<file path="config.mk">
export PLATFORM = sky130hd
export DESIGN_NAME = geometry_frame_sequencer
export DESIGN_NICKNAME = d
export VERILOG_FILES = /design/src/rtl/geometry_frame_sequencer.sv
export SDC_FILE = /design/constraint.sdc
export NUM_CORES = 1
export LEC_CHECK = 0
export BUFFER_PORTS_ARGS = -buffer_cell sky130_fd_sc_hd__buf_2
export CAP_MARGIN = 5
export CORE_ASPECT_RATIO = 1.4
export CORE_MARGIN = 4
export CORE_UTILIZATION = 50
export CTS_CLUSTER_SIZE = 16
export DETAILED_ROUTE_END_ITERATION = 10
export MAX_ROUTING_LAYER = met4
export PLACE_DENSITY = 0.81
export SLEW_MARGIN = 25
export SYNTH_ARGS = -nofsm -noshare
export SYNTH_HDL_FRONTEND = slang
export SYNTH_SLANG_ARGS = --single-unit
</file>
<file path="constraint.sdc">
create_clock -name i_clk -period 2 [get_ports i_clk]
set_clock_uncertainty 0.15 [all_clocks]
set_input_delay 0.2 -clock i_clk [delete_from_list [all_inputs] [get_ports i_clk]]
set_output_delay 0.2 -clock i_clk [all_outputs]
set_load 0.005 [all_outputs]
</file>
<file path="src/rtl/geometry_frame_sequencer.sv">
// Per-frame geometry pass controller: starts a pass on vsync, ends it on vertex inactivity,
// waits for raster drain, runs the framebuffer swap handshake and paces animation steps.
module geometry_frame_sequencer #(
    parameter int IDLE_TIMEOUT = 128,
    parameter int ANIM_DIV     = 4,
    parameter int CNT_W        = 16
) (
    input  logic             i_clk,
    input  logic             i_rst,
    input  logic             i_enable,
    input  logic             i_vsync,
    input  logic             i_vertex_fifo_full,
    input  logic             i_vertex_valid,
    input  logic             i_raster_idle,
    input  logic             i_swap_ack,
    output logic             o_geom_enabled,
    output logic             o_geom_start,
    output logic             o_increment_frame,
    output logic             o_swap_req,
    output logic             o_busy,
    output logic [CNT_W-1:0] o_vertex_count,
    output logic [15:0]      o_frame_count,
    output logic             o_overrun,
    output logic [7:0]       o_dropped_frames
);

    localparam int IDLE_W = $clog2(IDLE_TIMEOUT + 1);
    localparam int ANIM_W = (ANIM_DIV > 1) ? $clog2(ANIM_DIV) : 1;
    localparam logic [IDLE_W-1:0] IDLE_LAST = IDLE_W'(IDLE_TIMEOUT - 1);
    localparam logic [ANIM_W-1:0] ANIM_LAST = ANIM_W'(ANIM_DIV - 1);

    typedef enum logic [2:0] {
        S_IDLE    = 3'd0,
        S_ARM     = 3'd1,
        S_START   = 3'd2,
        S_RUN     = 3'd3,
        S_DRAIN   = 3'd4,
        S_SWAP    = 3'd5,
        S_ADVANCE = 3'd6
    } state_t;

    state_t              state_r;
    state_t              state_next_s;
    logic [CNT_W-1:0]    vtx_cnt_r;
    logic [IDLE_W-1:0]   idle_cnt_r;
    logic [ANIM_W-1:0]   anim_cnt_r;
    logic [CNT_W-1:0]    vertex_count_r;
    logic [15:0]         frame_cnt_r;
    logic                geom_enabled_r;
    logic                overrun_r;
    logic [7:0]          dropped_r;
    logic                vsync_miss_s;
    logic                run_timeout_s;

    // A vsync outside IDLE is a missed frame; the pass in flight is left alone.
    assign vsync_miss_s  = i_vsync && (state_r != S_IDLE);
    assign run_timeout_s = !i_vertex_valid && (idle_cnt_r == IDLE_LAST);

    // Next-state decode for the per-frame sequence.
    always_comb begin
        state_next_s = state_r;
        case (state_r)
            S_IDLE: begin
                if (i_vsync && i_enable) begin
                    state_next_s = S_ARM;
                end else begin
                    state_next_s = S_IDLE;
                end
            end
            S_ARM: begin
                if (i_vertex_fifo_full) begin
                    state_next_s = S_ARM;
                end else begin
                    state_next_s = S_START;
                end
            end
            S_START: begin
                state_next_s = S_RUN;
            end
            S_RUN: begin
                if (run_timeout_s) begin
                    state_next_s = S_DRAIN;
                end else begin
                    state_next_s = S_RUN;
                end
            end
            S_DRAIN: begin
                if (i_raster_idle) begin
                    state_next_s = S_SWAP;
                end else begin
                    state_next_s = S_DRAIN;
                end
            end
            S_SWAP: begin
                if (i_swap_ack) begin
                    state_next_s = S_ADVANCE;
                end else begin
                    state_next_s = S_SWAP;
                end
            end
            S_ADVANCE: begin
                state_next_s = S_IDLE;
            end
            default: begin
                state_next_s = S_IDLE;
            end
        endcase
    end

    // State register plus enable and overrun bookkeeping.
    always_ff @(posedge i_clk) begin
        if (i_rst) begin
            state_r        <= S_IDLE;
            geom_enabled_r <= 1'b0;
            overrun_r      <= 1'b0;
            dropped_r      <= 8'd0;
        end else begin
            state_r        <= state_next_s;
            geom_enabled_r <= i_enable;
            overrun_r      <= vsync_miss_s;
            if (vsync_miss_s && (dropped_r != 8'hFF)) begin
                dropped_r <= dropped_r + 8'd1;
            end
        end
    end

    // Pass counters: vertex/idle counting during RUN, frame and animation stepping in ADVANCE.
    always_ff @(posedge i_clk) begin
        if (i_rst) begin
            vtx_cnt_r      <= {CNT_W{1'b0}};
            idle_cnt_r     <= {IDLE_W{1'b0}};
            anim_cnt_r     <= {ANIM_W{1'b0}};
            vertex_count_r <= {CNT_W{1'b0}};
            frame_cnt_r    <= 16'd0;
        end else begin
            case (state_r)
                S_START: begin
                    vtx_cnt_r  <= {CNT_W{1'b0}};
                    idle_cnt_r <= {IDLE_W{1'b0}};
                end
                S_RUN: begin
                    if (i_vertex_valid) begin
                        idle_cnt_r <= {IDLE_W{1'b0}};
                        if (vtx_cnt_r != {CNT_W{1'b1}}) begin
                            vtx_cnt_r <= vtx_cnt_r + CNT_W'(1);
                        end
                    end else begin
                        idle_cnt_r <= idle_cnt_r + IDLE_W'(1);
                    end
                    if (run_timeout_s) begin
                        vertex_count_r <= vtx_cnt_r;
                    end
                end
                S_ADVANCE: begin
                    frame_cnt_r <= frame_cnt_r + 16'd1;
                    if (anim_cnt_r == ANIM_LAST) begin
                        anim_cnt_r <= {ANIM_W{1'b0}};
                    end else begin
                        anim_cnt_r <= anim_cnt_r + ANIM_W'(1);
                    end
                end
                default: begin
                end
            endcase
        end
    end

    assign o_geom_enabled    = geom_enabled_r;
    assign o_geom_start      = (state_r == S_START);
    assign o_swap_req        = (state_r == S_SWAP);
    assign o_increment_frame = (state_r == S_ADVANCE) && (anim_cnt_r == ANIM_LAST);
    assign o_busy            = (state_r != S_IDLE);
    assign o_vertex_count    = vertex_count_r;
    assign o_frame_count     = frame_cnt_r;
    assign o_overrun         = overrun_r;
    assign o_dropped_frames  = dropped_r;

endmodule

</file>
* Word level (Yosys, flattened, before mapping)
Cells that the tools add are included.
Widths: inputs -> output; s select.
** Storage, ports and cells
- Output and inout port bits :: 46
- Register bits after elaboration :: 71
- Input bits :: 8
- Logic and storage cells :: 49
** Operators by class
- Add/subtract/negate cells :: 5
- Mux-type cells :: 12
- Equal/unequal tests :: 12
- Reduce and logical (&&, ||, !) cells :: 11
** Operators by type and width (number)
- $add 16x1->16 const B :: 2
- $mux 16 :: 2
- $pmux 16 s2 :: 1
- $pmux 3 s6 :: 1
- $add 8x1->8 const B :: 2
- $ne 16x16->1 const B :: 1
- $pmux 8 s2 :: 1
- $eq 3x3->1 const B :: 3
- $eq 8x7->1 const B :: 1
- $mux 8 :: 1
- $ne 8x8->1 const B :: 1
- $eq 3x2->1 const B :: 2
- $mux 2 :: 3
- $logic_and 1x1->1 :: 5
- $ne 2x2->1 const B :: 2
- $eq 3x1->1 const B :: 1
- $logic_not 3->1 :: 1
- $mux 3 :: 1
- $reduce_and 3->1 :: 1
- $reduce_bool 3->1 :: 1
- $add 2x1->2 const B :: 1
- $eq 2x2->1 const B :: 1
- $mux 1 :: 2
- $reduce_and 2->1 :: 1
- other kinds (2) :: 2

* Depth between registers and ports, before layout
- Word-level depth :: 4
- Depth in mapped cells :: 8
- Mapped depth without buffers :: 6

* Worst setup path before layout
OpenSTA, ideal clock, no wires.
- Path type :: reg-to-reg
- From :: register idle_cnt_r[0]
- To :: register vertex_count_r[14], in the netlist o_vertex_count[14]
- Cell stages (with the launch flop) :: 9
- Required time :: 1.722 ns
- Period minus slack after synthesis :: 1.888 ns
- Library setup time :: 0.128 ns
- Slack :: 0.112 ns
- Arrival :: 1.610 ns
- Path through :: dfxtp_1 ha_1 and3_1 and3_1 and4b_1 buf_6 buf_6 mux2i_1 nor2_1
** Between the ends
- Cells in the longest elaborated chain, start to end :: 3
** Ends and longest elaborated chain
- start: declaration :: line 45 : logic [IDLE_W-1:0] idle_cnt_r;
- start signal: assignment :: line 131 : idle_cnt_r <= {IDLE_W{1'b0}};
- start signal: assignment :: line 139 : idle_cnt_r <= {IDLE_W{1'b0}};
- start signal: assignment :: line 143 : idle_cnt_r <= {IDLE_W{1'b0}};
- $eq 8x7->1 :: line 57 : assign run_timeout_s = !i_vertex_valid && (idle_cnt_r == IDLE_LAST);
- $logic_and 1x1->1 :: line 57
- $reduce_and 2->1 (no line)
- end signal: assignment :: line 133 : vertex_count_r <= {CNT_W{1'b0}};
- end signal: assignment :: line 151 : vertex_count_r <= vtx_cnt_r;
- end: declaration :: line 47 : logic [CNT_W-1:0] vertex_count_r;
No other way between the ends.
A chain may end at the register's enable or synchronous reset.

* Worst setup path after layout
- From :: register state_r[2]
- To :: register vtx_cnt_r[9]
** Between the ends
- Cells in the longest elaborated chain, start to end :: 3
** Ends and longest elaborated chain
- start: declaration :: line 42 : state_t state_r;
- start signal: assignment :: line 118 : state_r <= state_next_s;
- $eq 3x2->1 :: line 136 : case (state_r)
- $ne 2x2->1 (no line) or $reduce_bool 2->1 (tied branches)
- $reduce_and 3->1 (no line)
- end signal: assignment :: line 130 : vtx_cnt_r <= {CNT_W{1'b0}};
- end signal: assignment :: line 138 : vtx_cnt_r <= {CNT_W{1'b0}};
- end signal: assignment :: line 145 : vtx_cnt_r <= vtx_cnt_r + CNT_W'(1);
- end: declaration :: line 44 : logic [CNT_W-1:0] vtx_cnt_r;
Parallel ways exist; a longest one is shown, timed or not.

==> out/results.tsv <==
metric	value	unit
status	complete, no violations	
period_needed	1.90	ns
critPathMaxStageDelay	0.48	ns
reg2reg_slack	0.1	ns
end_kind	register	
peakVddDrop	0.448	mV
gp_congestion	0.938	
cts-buffers-inserted	9	
h-tree-depth	3	
syn_area	0.00326	mm2
hpwl	5370	um
finalCritPeriodShare	0.952	
cp_data_required_time	2.12	ns
cts.clk_slew.worst_paths	0.07	ns
yosys.cell_types.count	45	
power.density	652	mW/mm2
tightest_slew	0.427	ns
antenna_cells	0	
initial_core_util	0.521	
port_buffers	53	
ys_seq_area_frac	0.437	
grt_pass1_vias	2855	
clock_path_buffers	2	
dr_total_vias	2929	
final_cell_mix	dfxtp_1 (70), nor2_1 (61), buf_2 (53)	
cp-start-kind	register	
drive_gt1_frac	0.235	
synth_area_per_cell	8.68	um2
fillers	526	
viasPerCell	5.60	
p_leak	1.64	nW
drt_iter0_drc	181	
critPathTopFamily	simple AND/OR/NAND/NOR gates	
timing.rr.end	vtx_cnt_r[9]	
dieArea	0.00788	mm2
area_delta_synth_final	21.3	%
synth_edf_count	0	
grt_pass1_wl	12600	um
synthArstFlopShare	0	
multiInputGateArea	0.00174	mm2
antenna_found_initial	0	
hold_end	state_r[1]	
grt_max_degree	33	
ys.warnings.count	0	
worst-path-buf-inv	1	
detail-route-antenna-nets	0	
rows	34	
crit_fanout	13	
reg2reg_depth	6	
die_h	103	um
hold_violations	0	
postCtsSetupBuffers	0	
setup_viol	0	
syn_nets	388	
io-pin-count	54	
worstHoldStart	i_vertex_fifo_full	
root_buffer	clkbuf_8	
whs_path_depth	4	
maxSlewViolCount	0	
max-slew-margin-rel	0.715	
fin_tns_setup	0	ns
wl_per_cell	13.9	um
grtUsageTotal	0.202	
grt-ovfl-total	0	
remaining_drc_errors	0	
grt_setup_unrepaired	false	
drtPass1Iterations	4	
critPathKind	register to register	
r2r-start	state_r[2]	
synth-main-ff-cell	dfxtp_1	
path_cells	nand2b_1 > o211ai_4 > o21ai_4 > buf_12 > or4_1 > a21oi_1	
wl	7280	um
cap_viol_max_count	0	
synth_seq_cells	71	
final_util	0.631	
fin_nets	462	
clock-sinks	71	
fmax	0.525	GHz
hold_path.class	input port to register	
final_common_cell	dfxtp_1	
core_area	0.00625	mm2
clkLatencyLatePin	0.33	ns
regArea	0.00142	mm2
critPathArrivalTime	2.02	ns
slowest_stage	or4_1	
cts_tree	done	
syn-instance-count	375	
die_w	76.2	um
==> through the flow <==
step | setup slack (ns) | hold WS [ns] | area, um2 | power (mW) | std cells
2_1_floorplan | 0.112 | 0.178 | 3260 | 1.54 | 375
3_3_place_gp | 0.112 | 0.293 | 3740 | 1.60 | 509
3_5_place_dp | 0.0662 | 0.292 | 3740 | 1.60 | 509
4_1_cts | 0.0485 | 0.0406 | 3920 | 2.61 | 523
5_1_grt | 0.0122 | 0.0618 | 3950 | 2.69 | 523
6_report | 0.0963 | 0.0563 | 3950 | 2.57 | 523
==> power breakdown <==
part / internal, mW / leakage (nW) / switching, mW / total [mW]
Clock: 0.529 / 0.0902 / 0.474 / 1.00
Sequential: 1.42 / 0.573 / 0.00580 / 1.43
Combinational: 0.0602 / 0.982 / 0.0819 / 0.142
Total: 2.01 / 1.64 / 0.562 / 2.57
==> worst max-delay path by stage <==
stage	endpoint	slack [ns]	cells after the start	startpoint
floorplan	o_vertex_count[14]	0.11	8	idle_cnt_r[0]
finish	vtx_cnt_r[9]	0.1	6	state_r[2]
global route	o_vertex_count[13]	0.01	7	idle_cnt_r[1]
global placement	vtx_cnt_r[13]	0.11	7	vtx_cnt_r[0]
detailed placement	vtx_cnt_r[7]	0.07	7	vtx_cnt_r[0]
CTS	vtx_cnt_r[9]	0.05	7	vtx_cnt_r[0]
==> tightest hold or removal path, delay by kind of cell <==
family                 cells  cell delay, ns
AO/OA/AOI/OAI              2            0.12
buffers and inverters      1            0.09
AND/OR/NAND/NOR            1            0.07
==> final cells by class <==
class / instances / area share
clock buffer: 12 / 0.0418
clock inverter: 1 / 0.00127
inverter: 4 / 0.00380
multi-input combinational: 283 / 0.440
sequential: 71 / 0.360
tap: 72 / 0.0228
timing repair buffer: 80 / 0.130
==> state kept, by name (all words and copies together) (netlist names) <==
register	count
state_r	3
o_vertex_count	16
o_overrun	1
o_frame_count	16
anim_cnt_r	2
o_dropped_frames	8
idle_cnt_r	8
o_geom_enabled	1
vtx_cnt_r	16
==> cells in the mapped netlist, types with 3 or more instances <==
cell | number | area share
dfxtp_1 | 71 | 0.44
nand4_1 | 7 | 0.013
nor2b_1 | 5 | 0.0096
nand2b_1 | 3 | 0.0058
o21ai_1 | 6 | 0.0092
and4_1 | 3 | 0.0081
nand3_1 | 11 | 0.017
buf_4 | 3 | 0.0069
o21ai_0 | 15 | 0.023
nand3b_1 | 6 | 0.014
xor2_1 | 13 | 0.035
buf_6 | 3 | 0.010
mux2i_1 | 18 | 0.055
and2_1 | 7 | 0.013
and3_1 | 14 | 0.027
a21oi_1 | 31 | 0.048
a22oi_1 | 4 | 0.0092
nor2_1 | 61 | 0.070
or3_1 | 8 | 0.015
nor3_1 | 5 | 0.0077
inv_1 | 4 | 0.0046
nand2_1 | 29 | 0.033
or4_1 | 3 | 0.0069
clkbuf_1 | 9 | 0.010
xnor2_1 | 7 | 0.019
ha_1 | 5 | 0.019
==> kinds of logic after synthesis <==
group | after synthesis | synth area share
AOI/OAI and AO/OA | 67 | 0.123
xor gates and xnor gates | 20 | 0.0538
adders and majority gates | 5 | 0.0192
buffers and inverters | 21 | 0.0354
DFF | 71 | 0.437
muxes | 19 | 0.0623
and+or+nand+nor | 172 | 0.270
==> metal layers <==
layer | track usage | up-vias | part of all wire
met2 | 0.350 | 71 | 0.52
met1 | 0.216 | 1379 | 0.42
met4 | 0.106 | 0 | 0.028
met5 | - | - | 0
met3 | 0.0459 | 14 | 0.039
li1 | - | 1465 | -
==> repair_timing <==
item                       4_1_cts  5_1_grt
setup endpoints to repair        0       10
gates resized for setup          0        9
hold endpoints to repair         1        0
hold buffers                     1        0
No activity file was read; power rests on OpenSTA's default activity.
